===== config.mk =====
export PLATFORM = sky130hd
export DESIGN_NAME = switch_reader
export DESIGN_NICKNAME = d
export VERILOG_FILES = /design/src/rtl/switch_reader.sv
export SDC_FILE = /design/constraint.sdc
export NUM_CORES = 1
export LEC_CHECK = 0
export ABC_AREA = 1
export CAP_MARGIN = 20
export CORE_MARGIN = 2
export CORE_UTILIZATION = 34
export DETAILED_ROUTE_END_ITERATION = 7
export MAX_ROUTING_LAYER = met4
export PLACE_DENSITY = 0.53
export SYNTH_ARGS = -nofsm -noshare
export SYNTH_HDL_FRONTEND = slang
export SYNTH_SLANG_ARGS = --single-unit
export TNS_END_PERCENT = 100

===== constraint.sdc =====
create_clock -name i_clk -period 5.4 [get_ports i_clk]
set_input_delay 1.35 -clock i_clk [delete_from_list [all_inputs] [get_ports i_clk]]
set_output_delay 1.35 -clock i_clk [all_outputs]
set_load 0.005 [all_outputs]

===== src/rtl/switch_reader.sv =====
// Slide-switch input stage: two-flop synchronizer, tick-based debounce per channel,
// and a single-entry event register fed from a pending-change vector (lowest index first).
module switch_reader #(
  parameter int TICK_WIDTH   = 16,
  parameter int STABLE_COUNT = 4
) (
  input  logic        i_clk,
  input  logic        i_rst,
  input  logic [15:0] i_sw,
  output logic [15:0] o_state,
  output logic        o_evt_valid,
  input  logic        i_evt_ready,
  output logic [3:0]  o_evt_index,
  output logic        o_evt_level,
  output logic        o_overflow
);

  localparam logic [2:0] CNT_LAST = 3'(STABLE_COUNT - 1);

  logic [TICK_WIDTH-1:0] r_presc;
  logic [15:0]           r_sync1;
  logic [15:0]           r_sync2;
  logic [15:0]           r_pending;
  logic [2:0]            r_cnt [16];

  logic                  w_tick;
  logic [15:0]           w_flip;
  logic [15:0]           w_clr;
  logic [2:0]            w_cnt_next [16];
  logic                  w_free;
  logic                  w_load;
  logic [3:0]            w_sel;

  assign w_tick = &r_presc;

  // NOTE: every always_comb output gets a default first so no path leaves it unassigned (no latch).
  always_comb begin
    w_flip = '0;
    for (int i = 0; i < 16; i++) begin
      w_cnt_next[i] = r_cnt[i];
      if (w_tick) begin
        if (r_sync2[i] == o_state[i]) begin
          w_cnt_next[i] = '0;
        end else if (r_cnt[i] == CNT_LAST) begin
          w_flip[i]     = 1'b1;
          w_cnt_next[i] = '0;
        end else begin
          w_cnt_next[i] = r_cnt[i] + 3'd1;
        end
      end
    end
  end

  // Descending scan so the lowest set index is the one that sticks.
  always_comb begin
    w_sel = '0;
    for (int i = 15; i >= 0; i--) begin
      if (r_pending[i]) w_sel = 4'(i);
    end
    w_free = !o_evt_valid || i_evt_ready;
    w_load = w_free && (r_pending != '0);
    w_clr  = w_load ? (16'b1 << w_sel) : '0;
  end

  // NOTE: sequential state uses non-blocking assignments so every register samples pre-edge values.
  always_ff @(posedge i_clk) begin
    if (i_rst) begin
      r_presc     <= '0;
      r_sync1     <= '0;
      r_sync2     <= '0;
      o_state     <= '0;
      r_pending   <= '0;
      o_evt_valid <= 1'b0;
      o_evt_index <= '0;
      o_evt_level <= 1'b0;
      o_overflow  <= 1'b0;
      // NOTE: the counter array is small flop storage, not RAM, so it is reset like any register.
      for (int i = 0; i < 16; i++) r_cnt[i] <= '0;
    end else begin
      r_presc   <= r_presc + 1'b1;
      r_sync1   <= i_sw;
      r_sync2   <= r_sync1;
      o_state   <= o_state ^ w_flip;
      r_pending <= (r_pending & ~w_clr) | w_flip;
      for (int i = 0; i < 16; i++) r_cnt[i] <= w_cnt_next[i];
      // A fresh change on a channel whose previous change is still queued is lost.
      if ((w_flip & r_pending & ~w_clr) != '0) o_overflow <= 1'b1;
      if (w_free) o_evt_valid <= (r_pending != '0);
      if (w_load) begin
        o_evt_index <= w_sel;
        o_evt_level <= o_state[w_sel];
      end
    end
  end

endmodule


After elaboration in Yosys (flattened, before gate mapping)

Memory sizes are Yosys's and may differ from the RTL's.
Index checks and enable logic that the tools add are counted.

Reduce and logical (&&, ||, !) cells: 6
$lt $le $gt $ge: 1
Muxes and demuxes: 134
Bitwise operators: 22
Shift-type cells: 1
$add $sub $neg: 17
Equal/unequal tests: 32

Operators by type and width:

| kind                                                                          | count |
|---|---|
| 3-bit two-way mux                                                             | 64 |
| 4-bit two-way mux                                                             | 16 |
| 1-bit two-way mux                                                             | 52 |
| 3-bit by 1-bit adder with 3-bit output (second input constant)                | 16 |
| 16-bit AND                                                                    | 3 |
| 3-bit by 2-bit equality test with 1-bit output (second input constant)        | 16 |
| 16-bit nonzero test                                                           | 2 |
| 16-bit by 1-bit adder with 16-bit output (second input constant)              | 1 |
| 1-bit equality test                                                           | 16 |
| 16-bit two-way mux                                                            | 1 |
| 16-bit NOT                                                                    | 1 |
| 1-bit OR                                                                      | 16 |
| 16-bit OR                                                                     | 1 |
| 16-bit AND reduction                                                          | 1 |
| 1-bit by 4-bit left shift with 16-bit output (first input constant)           | 1 |
| 16-bit XOR                                                                    | 1 |
| 4-bit by 5-bit less-than comparator with 1-bit output (second input constant) | 1 |
| 1-bit binary-select mux with 4-bit select                                     | 1 |
| 1-bit logical AND                                                             | 1 |
| 1-bit logical NOT                                                             | 1 |
| 1-bit logical OR                                                              | 1 |

Memory bits (writable): 48
Register bits: 87
Memories kept: 1

Memory list:

| memory | depth | width | rd ports | clocked after memory_dff | write ports | line | text |
|---|---|---|---|---|---|---|---|
| r_cnt  | 16    | 3     | 16       | 0                        | 16          | 24   | `logic [2:0] r_cnt [16];` |

Depth between registers and ports, before layout

Depth in word-level cells: 21
Depth in mapped cells: 25
Mapped depth without buffers: 25

Worst setup path before layout

Ideal clock, no wire load.

Path type: input to register
Start point: in i_evt_ready
End point: reg o_overflow
Arrival: 2.387 ns
Stages: 11
Setup slack: 2.904 ns
Buffers on the path: 0
Path through: nor2_1 nor2_1 nand4_1 nand3_1 nand2_1 nor2_1 nand2_1 nor2_1 nand3_1 nand2_1 inv_1

Longest elaborated chain between the ends: 6

RTL lines:

| item                   | line | text |
|---|---|---|
| start: declaration     | 12   | `input logic i_evt_ready,` |
| 1-bit logical OR       | 60   | `w_free = !o_evt_valid \|\| i_evt_ready;` |
| 1-bit logical AND      | 61   | `w_load = w_free && (r_pending != '0);` |
| 16-bit two-way mux     | 62   | `w_clr = w_load ? (16'b1 << w_sel) : '0;` |
| 16-bit NOT             | 87   | `if ((w_flip & r_pending & ~w_clr) != '0) o_overflow <= 1'b1;` |
| 16-bit AND             | 87   |  |
| 16-bit nonzero test    | 87   |  |
| end signal: assignment | 76   | `o_overflow <= 1'b0;` |
| end signal: assignment | 87   |  |
| end: declaration       | 15   | `output logic o_overflow` |

No other way between the ends.
A chain may end at the register's enable or synchronous reset.

Worst setup path in the final report

Same ends and word-level chain as after synthesis.

==> impl_results.md <==
- Status: complete, no violations
- Relative slew slack: 0.335
- Internal power: 1.86 mW
- Sw frac: 0.206
- Vias: 5,084
- Place WS: 2.12 ns
- Met3 Use GR: 0.0385
- Mapped Nets: 859
- Setup CP Type: in -> reg
- Worst Reg-to-Reg Cells: 21
- Hold depth: 2
- Min Tclk post-route: 2.89 ns
- Post-Route Setup TNS: 0 ns
- Post-route setup slack: 2.51 ns
- CP dominant cell by count: nor2_1
- Starting Density: 0.348
- Initial antenna violation count: 0
- DP HPWL: 9430 um
- Compound-cell area share of the yosys netlist: 0.105
- Root Driver: clkbuf_16
- WL final: 14,000 um
- CP Cell Sequence: clkdlybuf4s50_1, nor2_1, nor2_1, nand4_1, nand3_1, nand2_1, nor2_1, nand2_1, nor2_1, nand3_1, nand2_1, inv_1
- I/O pin cnt: 42
- Critical Path RT: 5.72 ns
- Die area: 18,800 sq um
- Grt total ovfl: 0
- DRC: 0
- Flops & latches, synth: 135
- Die Y: 137 um
- Clk pwr share: 0.543
- Peak VDD IR: 0.000221 V
- Crit path max fanout: 8
- Detailed router's first-iteration violation count: 306
- Largest net degree at the start of global routing: 92
- Slowest cell on the critical path: nor2_1
- R2R Setup Slk: 2.66 ns
- Post-CTS Resized: 0
- Clock sink count: 135
- Post-Synth Simple-Gate Area: 0.286
- Nets: 899
- Post-synth EDFFs: 0
- Synth area leader: dfxtp_1
- RSZ-0062 raised after global routing: false
- Yosys Warn Count: 0
- Skew-Pair Late Insertion Delay: 0.42 ns
- Share of cells above drive strength 1: 0.0776
- Synthesized cell area: 6020 sq um
- Worst EP arrival: 3.21 ns
- Number of global-route vias before repair: 4,711
- Startpoint types: input pin
- Post-route ant nets: 0
- Worst Setup End Kind: flip-flop
- Tightest Pin Transition: 0.997 ns
- Seq/Total Area, Yosys: 0.449
- Diodes inserted: 0
- Core Box Area: 17,300 sq um
- Worst Hold Class: reg -> reg
- Htree depth: 4
- Most common cell in the netlist: nor2_1
- TritonRoute pass-1 iters: 5
- Commonest cells post-synth: 137 x nor2_1, 135 x dfxtp_1, 127 x inv_1, 122 x nand2_1, 84 x a21oi_1
- CP max stage delay: 0.48 ns
- NetSw: 483 uW
- Detailed-route vias per instance: 4.62
- Crit Reg-Reg Endpoint: o_overflow
- Clock buffer count from CTS: 17
- Multiplexer area fraction after synthesis: 0
- Largest family of logic cells by synthesized area: simple AND/OR/NAND/NOR gates
- GRT busiest layer: met2
- FP Rows: 48
- Fin. Hold Viols: 0
- Final Max Tran Viols: 0
- Die X: 137 um
- R2R Path Start: r_presc[0]
- # setup viols final: 0
- Period utilisation layout: 0.535
- Post-synthesis adder-cell area fraction: 0.0353
- Async SR Flop Fraction: 0
- PwrDens: 322 nW/um^2
- Syn Area/Cell: 7.32 sq um
- Area delta synth->final: 20.9%
- Clk buf depth: 2
- GPL Wtd Cong: 0.896
- Max Clk Rate: 0.346 GHz
- Leak: 3.03 nW
- Hold path endpoint: r_sync2[13]
- Hold Startpoint: r_sync1[13]
- CTS clk-pin slew, worst paths: 0.06 ns
- Met2 Usage GRT: 0.257
- Max Cap Viol: 0
- Synth Area in XOR/XNOR: 0.0247
- Comb power frac: 0.024
- Met1 usage: 0.215
- Hold buffers post-CTS: 0
- Global router's overall resource usage: 0.166
- Clk_skew: 0.00843 ns
- TritonCTS clock tree: done
- Post-CTS setup buffers: 0
- Top cells by area, synth: dfxtp_1 45%, nor2_1 8.5%, inv_1 7.9%, nand2_1 7.6%, a21oi_1 7.0%
- Yosys cell types: 35
- First-pass GRT wire length: 23,300 um
- Top-area cell type share of the netlist area: 0.449
- # port buffers: 41
- Wire length per cell: 12.7 um
- Flop pwr share: 0.433
- Syn Inst Count: 823
- Predominant post-synthesis flop cell: dfxtp_1
-- worst max-delay path, delay by kind of cell --
family,cells,cell delay (ns)
simple gates,10,1.37
buf+inv,2,0.49
-- cells in the final DEF, fill, tap and decap left out, types with 2 or more instances in the layout --
cell               n
nor2_1           137
dfxtp_1          135
inv_1            127
nand2_1          122
a21oi_1           84
nand3_1           62
clkdlybuf4s50_1   40
o21ai_0           23
ha_1              17
clkbuf_16         17
nand4_1           16
xnor2_1           13
nor3_1             9
nor2_2             9
a211oi_1           8
nand3b_1           5
inv_2              5
nor2_4             5
bufinv_16          5
buf_4              5
xor2_1             4
nand2_2            4
clkinvlp_4         3
nor3_2             2
nand2_4            2
clkinv_2           2
clkbuf_1           2
clkinv_4           2
-- metal layers --
metal	routed length, um	up-vias
li1	-	2693
met1	6860	2292
met2	6450	91
met3	574	8
met4	153	0
met5	0	-
-- flip-flops by register name, indices dropped and copies added (netlist names) --
signal,flops
r_sync2,16
r_pending,16
o_evt_level,1
o_evt_index,4
r_presc,16
o_state,16
o_overflow,1
r_sync1,16
r_cnt,48
o_evt_valid,1
-- power groups by stage --
stage,Clock (mW),Combinational (mW),Sequential (mW)
after floorplan,0,0.0351,1.04
after global placement,0,0.0576,1.04
after detailed placement,0,0.0577,1.04
after CTS,1.30,0.0582,1.02
after global routing,1.34,0.0653,1.02
final,1.27,0.0566,1.02
-- through the flow --
stage	utilization	area [sq um]	hold slack [ns]	cells	total power, mW
after floorplan	-	6020	0.388	823	1.07
after global placement	0.384	6640	0.388	1069	1.09
after detailed placement	0.384	6640	0.394	1069	1.09
after CTS	0.421	7280	0.402	1101	2.37
after global routing	0.421	7280	0.420	1101	2.43
final	0.421	7280	0.400	1101	2.35
-- logic make-up after synthesis --
group	count (synthesis)
and+or+nand+nor	379
buffers and inverters	157
DFF	135
AOI/OAI and AO/OA	118
xor gates and xnor gates	17
adders and majority gates	17
-- cell type report --
cell class                 instances  area (sq um)
inverter                         133           502
timing repair buffer              45           438
sequential                       135          2700
clock inverter                    12           200
multi-input combinational        531          2710
clock buffer                      20           447
fill                            1815         10000
tap                              225           282
-- worst max path at each step --
stage | from | endpoint | slack (ns) | cells after the start
global placement | i_evt_ready | o_overflow | 2.09 | 12
finish | i_evt_ready | o_overflow | 2.51 | 12
floorplan | i_evt_ready | o_overflow | 2.90 | 11
global route | i_evt_ready | o_overflow | 2.28 | 12
CTS | i_evt_ready | o_overflow | 2.55 | 12
detailed placement | i_evt_ready | o_overflow | 2.12 | 12
(Power assumes the default switching activity.)
